`src/rtl/fc_cls_pkg.sv`:
```
// Shared types and constants for the FC-stage argmax classifier.
package fc_cls_pkg;

  // Score width used by the fully_connected_psram integration.
  localparam int DEF_ACTIV_BITS = 16;

  typedef enum logic [1:0] {
    IDLE   = 2'd0,
    SCAN   = 2'd1,
    RESULT = 2'd2
  } cls_state_e;

  // Bit pattern of the most negative two's-complement value of the given
  // width; callers keep the low 'bits' bits (1 followed by zeros).
  function automatic logic [63:0] most_neg(input int bits);
    most_neg = 64'd1 << (bits - 1);
  endfunction

endpackage

```
`src/rtl/argmax_update.sv`:
```
// One compare/update step of a running top-2 search. Ties never displace
// best, so the earliest index holding the maximum is kept, and an element
// equal to best lands in runner.
module argmax_update
  import fc_cls_pkg::*;
#(
  parameter int ACTIV_BITS = DEF_ACTIV_BITS,
  parameter int IDX_BITS   = 6
) (
  input  logic signed [ACTIV_BITS-1:0] elem,
  input  logic        [IDX_BITS-1:0]   idx,
  input  logic signed [ACTIV_BITS-1:0] best,
  input  logic        [IDX_BITS-1:0]   best_idx,
  input  logic signed [ACTIV_BITS-1:0] runner,
  output logic signed [ACTIV_BITS-1:0] best_nxt,
  output logic        [IDX_BITS-1:0]   best_idx_nxt,
  output logic signed [ACTIV_BITS-1:0] runner_nxt
);

  // Strict compares: a new best demotes the old best to runner.
  always_comb begin
    best_nxt     = best;
    best_idx_nxt = best_idx;
    runner_nxt   = runner;
    if (elem > best) begin
      runner_nxt   = best;
      best_nxt     = elem;
      best_idx_nxt = idx;
    end else if (elem > runner) begin
      runner_nxt = elem;
    end
  end

endmodule

```
`src/rtl/fc_argmax_classifier.sv`:
```
// Sequential argmax over the FC-stage score vector: latches the vector,
// scans one element per cycle, and holds index/score/runner/margin/confidence
// under a valid/ready handshake.
module fc_argmax_classifier
  import fc_cls_pkg::*;
#(
  parameter int NUM_CLASSES = 64,
  parameter int ACTIV_BITS  = DEF_ACTIV_BITS,
  parameter int IDX_BITS    = 6
) (
  input  logic                              clk,
  input  logic                              rst_n,
  input  logic [NUM_CLASSES*ACTIV_BITS-1:0] scores_in,
  input  logic                              scores_valid,
  output logic                              in_ready,
  input  logic [ACTIV_BITS-1:0]             threshold,
  output logic [IDX_BITS-1:0]               class_idx,
  output logic [ACTIV_BITS-1:0]             class_score,
  output logic [ACTIV_BITS-1:0]             runner_score,
  output logic [ACTIV_BITS:0]               margin,
  output logic                              confident,
  output logic                              result_valid,
  input  logic                              result_ready
);

  localparam int                            VEC_W    = NUM_CLASSES * ACTIV_BITS;
  localparam logic [IDX_BITS-1:0]           LAST_IDX = IDX_BITS'(NUM_CLASSES - 1);
  localparam logic signed [ACTIV_BITS-1:0]  MOST_NEG = ACTIV_BITS'(most_neg(ACTIV_BITS));

  cls_state_e state_q, state_d;

  logic [VEC_W-1:0]               vec_q;
  logic signed [ACTIV_BITS-1:0]   thr_q;
  logic signed [ACTIV_BITS-1:0]   best_q, runner_q;
  logic [IDX_BITS-1:0]            best_idx_q, cnt_q;

  logic signed [ACTIV_BITS-1:0]   elem;
  logic signed [ACTIV_BITS-1:0]   best_nxt, runner_nxt;
  logic [IDX_BITS-1:0]            best_idx_nxt;
  logic [ACTIV_BITS:0]            margin_nxt;
  logic                           last_elem;

  // Element under inspection comes straight from the latched vector.
  assign elem      = vec_q[32'(cnt_q) * ACTIV_BITS +: ACTIV_BITS];
  assign last_elem = (cnt_q == LAST_IDX);

  argmax_update #(
    .ACTIV_BITS (ACTIV_BITS),
    .IDX_BITS   (IDX_BITS)
  ) u_upd (
    .elem         (elem),
    .idx          (cnt_q),
    .best         (best_q),
    .best_idx     (best_idx_q),
    .runner       (runner_q),
    .best_nxt     (best_nxt),
    .best_idx_nxt (best_idx_nxt),
    .runner_nxt   (runner_nxt)
  );

  // Sign-extend both operands one bit so the difference cannot overflow;
  // best >= runner always, so the result is a plain unsigned magnitude.
  assign margin_nxt = {best_nxt[ACTIV_BITS-1], best_nxt}
                    - {runner_nxt[ACTIV_BITS-1], runner_nxt};

  // State register.
  always_ff @(posedge clk) begin
    if (!rst_n) state_q <= IDLE;
    else        state_q <= state_d;
  end

  // Next-state decode and handshake outputs.
  always_comb begin
    state_d      = state_q;
    in_ready     = 1'b0;
    result_valid = 1'b0;
    unique case (state_q)
      IDLE: begin
        in_ready = 1'b1;
        if (scores_valid) state_d = SCAN;
      end
      SCAN: begin
        if (last_elem) state_d = RESULT;
      end
      RESULT: begin
        result_valid = 1'b1;
        if (result_ready) state_d = IDLE;
      end
      default: state_d = IDLE;
    endcase
  end

  // Vector and threshold capture; never re-read from the ports after accept.
  always_ff @(posedge clk) begin
    if (state_q == IDLE && scores_valid) begin
      vec_q <= scores_in;
      thr_q <= threshold;
    end
  end

  // Running top-2 search and result registers.
  always_ff @(posedge clk) begin
    if (!rst_n) begin
      best_q       <= '0;
      best_idx_q   <= '0;
      runner_q     <= '0;
      cnt_q        <= '0;
      class_idx    <= '0;
      class_score  <= '0;
      runner_score <= '0;
      margin       <= '0;
      confident    <= 1'b0;
    end else begin
      unique case (state_q)
        IDLE: begin
          if (scores_valid) begin
            best_q     <= scores_in[ACTIV_BITS-1:0];
            best_idx_q <= '0;
            runner_q   <= MOST_NEG;
            cnt_q      <= IDX_BITS'(1);
          end
        end
        SCAN: begin
          best_q     <= best_nxt;
          best_idx_q <= best_idx_nxt;
          runner_q   <= runner_nxt;
          cnt_q      <= cnt_q + 1'b1;
          // Final element: publish directly from the update outputs so the
          // result is ready the same edge the FSM enters RESULT.
          if (last_elem) begin
            class_idx    <= best_idx_nxt;
            class_score  <= best_nxt;
            runner_score <= runner_nxt;
            margin       <= margin_nxt;
            confident    <= (best_nxt >= thr_q);
          end
        end
        default: ;
      endcase
    end
  end

endmodule

```
`config.mk`:
```
export PLATFORM = sky130hd
export DESIGN_NAME = fc_argmax_classifier
export DESIGN_NICKNAME = d
export VERILOG_FILES = /design/src/rtl/fc_cls_pkg.sv /design/src/rtl/argmax_update.sv /design/src/rtl/fc_argmax_classifier.sv
export SDC_FILE = /design/constraint.sdc
export NUM_CORES = 1
export LEC_CHECK = 0
export BUFFER_PORTS_ARGS = -buffer_cell sky130_fd_sc_hd__buf_2
export CORE_AREA = 2 2 430 432
export DETAILED_ROUTE_END_ITERATION = 10
export DIE_AREA = 0 0 432 434
export PLACE_DENSITY = 0.41
export SYNTH_ARGS = -nofsm -noshare
export SYNTH_HDL_FRONTEND = slang
export SYNTH_HIERARCHICAL = 1
export SYNTH_SLANG_ARGS = --single-unit
```
`constraint.sdc`:
```
create_clock -name clk -period 38.4 [get_ports clk]
set_clock_uncertainty 0.1 [all_clocks]
set_input_delay 9.6 -clock clk [delete_from_list [all_inputs] [get_ports clk]]
set_output_delay 9.6 -clock clk [all_outputs]
set_load 0.03 [all_outputs]
```
==> key figures <==
Detailed routing
  – Vias per inst: 4.62
  – Initial DRC Count: 2014
  – Final ANT Viol Nets: 0
  – Vias: 28400
  – Detailed-route wire length per cell: 29.8 microns
  – TritonRoute pass-1 iters: 5
  – Detailed Route WL: 183000 microns
  – DR DRC count: 0

Pwr
  – Pwr dens: 53.4 mW/mm^2
  – Max VDD drop: 0.0000299 V
  – Pwr Total: 0.00312 W
  – Total leakage power: 21.1 nW

STA
  – Final setup viols: 0
  – Final Hold Vio Count: 0
  – Worst-margin pin slew: 1.31 ns
  – Share of the clock period used by the worst path: 0.345
  – Hold slack: 0.362 ns
  – Min cycle time layout: 13.25 ns
  – RSZ-0062 raised after global routing: false
  – Slew Viols, Final: 0
  – Fmax: 75.5 MHz
  – Fin Setup TNS: 0 ns
  – Slew HR: 0.128

Yosys
  – Synth Area in XOR/XNOR: 0.00154
  – Post-synthesis mux area share: 0.133
  – Cell Area, Synth: 0.0456 sq mm
  – Ys async rst share: 0
  – Cells after Synth: 2431
  – Compound-gate portion of the synthesized area: 0.0582
  – Share of the synthesized area in the top cell type: 0.685
  – Sequential element share of the synthesized area: 0.729
  – Syn nets: 3541
  – EDFF count, synth: 1040
  – Synth top cells by count: edfxtp_1 (1040), mux4_2 (256), nand2_1 (155), dfxtp_1 (102), clkbuf_1 (89)
  – Synth Area in Adders: 0.0183
  – Area leader, netlist: edfxtp_1
  – Largest family of logic cells by synthesized area: multiplexers
  – Synth warnings: 6
  – Syn avg cell area: 18.8 sq um
  – Unique masters post-synth: 71
  – Top cells by area, synth: edfxtp_1 (68%), mux4_2 (13%), dfxtp_1 (4.5%)
  – Simple-gate share of the synthesized area: 0.0380
  – Top FF cell, synth: edfxtp_1
  – Yosys reg bits: 1142
  – Most frequent cell after synthesis: edfxtp_1

Global routing
  – Grt ovf: 0
  – First-pass GRT wire length: 243000 microns
  – Vias in the first global route: 29400
  – Antenna violations before repair: 228
  – Largest net degree at the start of global routing: 169
  – Total GRT Usage: 0.191

Critical path
  – R2R depth: 23
  – Crit path kind: primary input to flop
  – Critical path endpoint category: flop
  – Critical-path maximum fanout: 110
  – Critical Path RT: 38.69 ns
  – Startpoint Class: primary input
  – CP arrival: 13.54 ns

CTS
  – Clock root cell: clkbuf_16
  – Deepest clock path buffer count: 3
  – Num CTS Buffers: 137
  – CTS tree: done
  – Clk slew on worst S/H paths: 0.06 ns
  – Post-CTS setup buffers: 0
  – Clock latency on the worst-skew pair: 0.78 ns
  – CTS Sinks: 1142
  – CTS Hold Bufs: 0
  – # resized after CTS: 0
  – CTS H-tree lvls: 4

Finish
  – Area Overhead vs Synth: 28.1%
  – FF/Latch Area: 0.0333 sq mm
  – Fill count: 18100
  – Multi-input combinational cell area: 0.0114 sq mm
  – Final Util: 0.320
  – Layout Nets: 4685
  – Fraction of layout cells with a size suffix above 1: 0.450

Outcome
  – Outcome: completed

Floorplanning
  – I/O pin cnt: 1102
  – Die Wd: 432 microns
  – Total core area: 0.182 sq mm
  – Die height: 434 microns
  – Starting Density: 0.250
  – Die ar.: 0.187 sq mm
  – Number of placement rows: 157

Hold path
  – Tightest Hold Check Type: flop to flop
  – Depth of the worst hold-timing path: 2

Placement
  – Port bufs: 1101
  – Dpl hpwl: 138000 microns
  – Final Wtd Congestion: 0.805

Flow run
  – Max Cap Viol: 0
cell families (layout without fill, tap and decap cells):
family	after synthesis	after routing
and+or+nand+nor	365	365
buffers and inverters	215	1466
adders and majority gates	66	66
other	0	77
muxes	285	285
xor gates and xnor gates	8	8
DFF	1142	1142
AOI/OAI and AO/OA	350	350
layer usage:
layer / track usage / wire (microns) / vias up
li1: - / - / 12400
met1: 0.205 / 66100 / 14200
met2: 0.340 / 95200 / 1161
met3: 0.0736 / 15300 / 492
met4: 0.0657 / 5710 / 134
met5: 0 / 821 / -
where the power goes:
group	internal, W	total, W	switching (W)	leakage, nW
Clock	0.000731	0.00127	0.000543	2.14
Combinational	0.000164	0.000387	0.000223	8.22
Sequential	0.00144	0.00146	0.0000247	10.7
Total	0.00233	0.00312	0.000790	21.1
final cells by class:
cell class                 count  share of cell area
timing repair buffer        1152               0.102
clock inverter                78              0.0118
multi-input combinational   1074               0.195
tap                         2385              0.0511
inverter                      68             0.00450
clock buffer                 168              0.0628
antenna                       77             0.00330
sequential                  1142               0.570
per-stage QoR:
stage | area [sq um] | instances | setup slack, ns
3_5_place_dp | 53900 | 5820 | 24.39
6_report | 58400 | 6144 | 25.15
2_1_floorplan | 45600 | 2431 | 7.08
3_3_place_gp | 53900 | 5820 | 24.42
5_1_grt | 58300 | 6106 | 24.93
4_1_cts | 58200 | 6066 | 25.25
path summary, 6_finish.rpt:
path                   from             end  slack [ns]
max            scores_valid      vec_q[678]       25.15
max reg2reg        cnt_q[0]      margin[16]       28.27
min reg2reg  class_score[6]  class_score[6]        0.36
min          class_score[6]  class_score[6]        0.36
critical path: stages:
cell and delay [ns]:
buf_2 0.13, nand2_2 0.05, buf_4 0.31, inv_8 0.67, buf_4 0.89, buf_4 0.96, buf_4 0.66
layout by cell type (no fill, tap or decap), types with 14 or more instances in the layout:
cell / n
ha_1: 65
diode_2: 77
clkbuf_16: 141
mux2_2: 20
o22ai_1: 31
o221ai_1: 37
a22o_1: 28
clkbuf_1: 23
buf_4: 48
o22a_1: 14
mux4_2: 256
nor4_1: 15
nand3_1: 47
nand4_1: 27
inv_1: 67
clkinv_1: 26
a21oi_1: 34
clkinv_2: 26
a21boi_0: 66
buf_2: 1100
a221oi_1: 30
o21ai_0: 42
nand2_1: 154
edfxtp_1: 1040
dfxtp_1: 97
nor2_1: 58
flip-flops by register name (all words and copies together) (netlist names):
signal / count
best_idx_q: 6
best_q: 16
class_idx: 6
class_score: 16
cnt_q: 6
confident: 1
margin: 17
runner_q: 16
runner_score: 16
state_q: 2
thr_q: 16
vec_q: 1024
No activity file was read; power rests on OpenSTA's default activity.
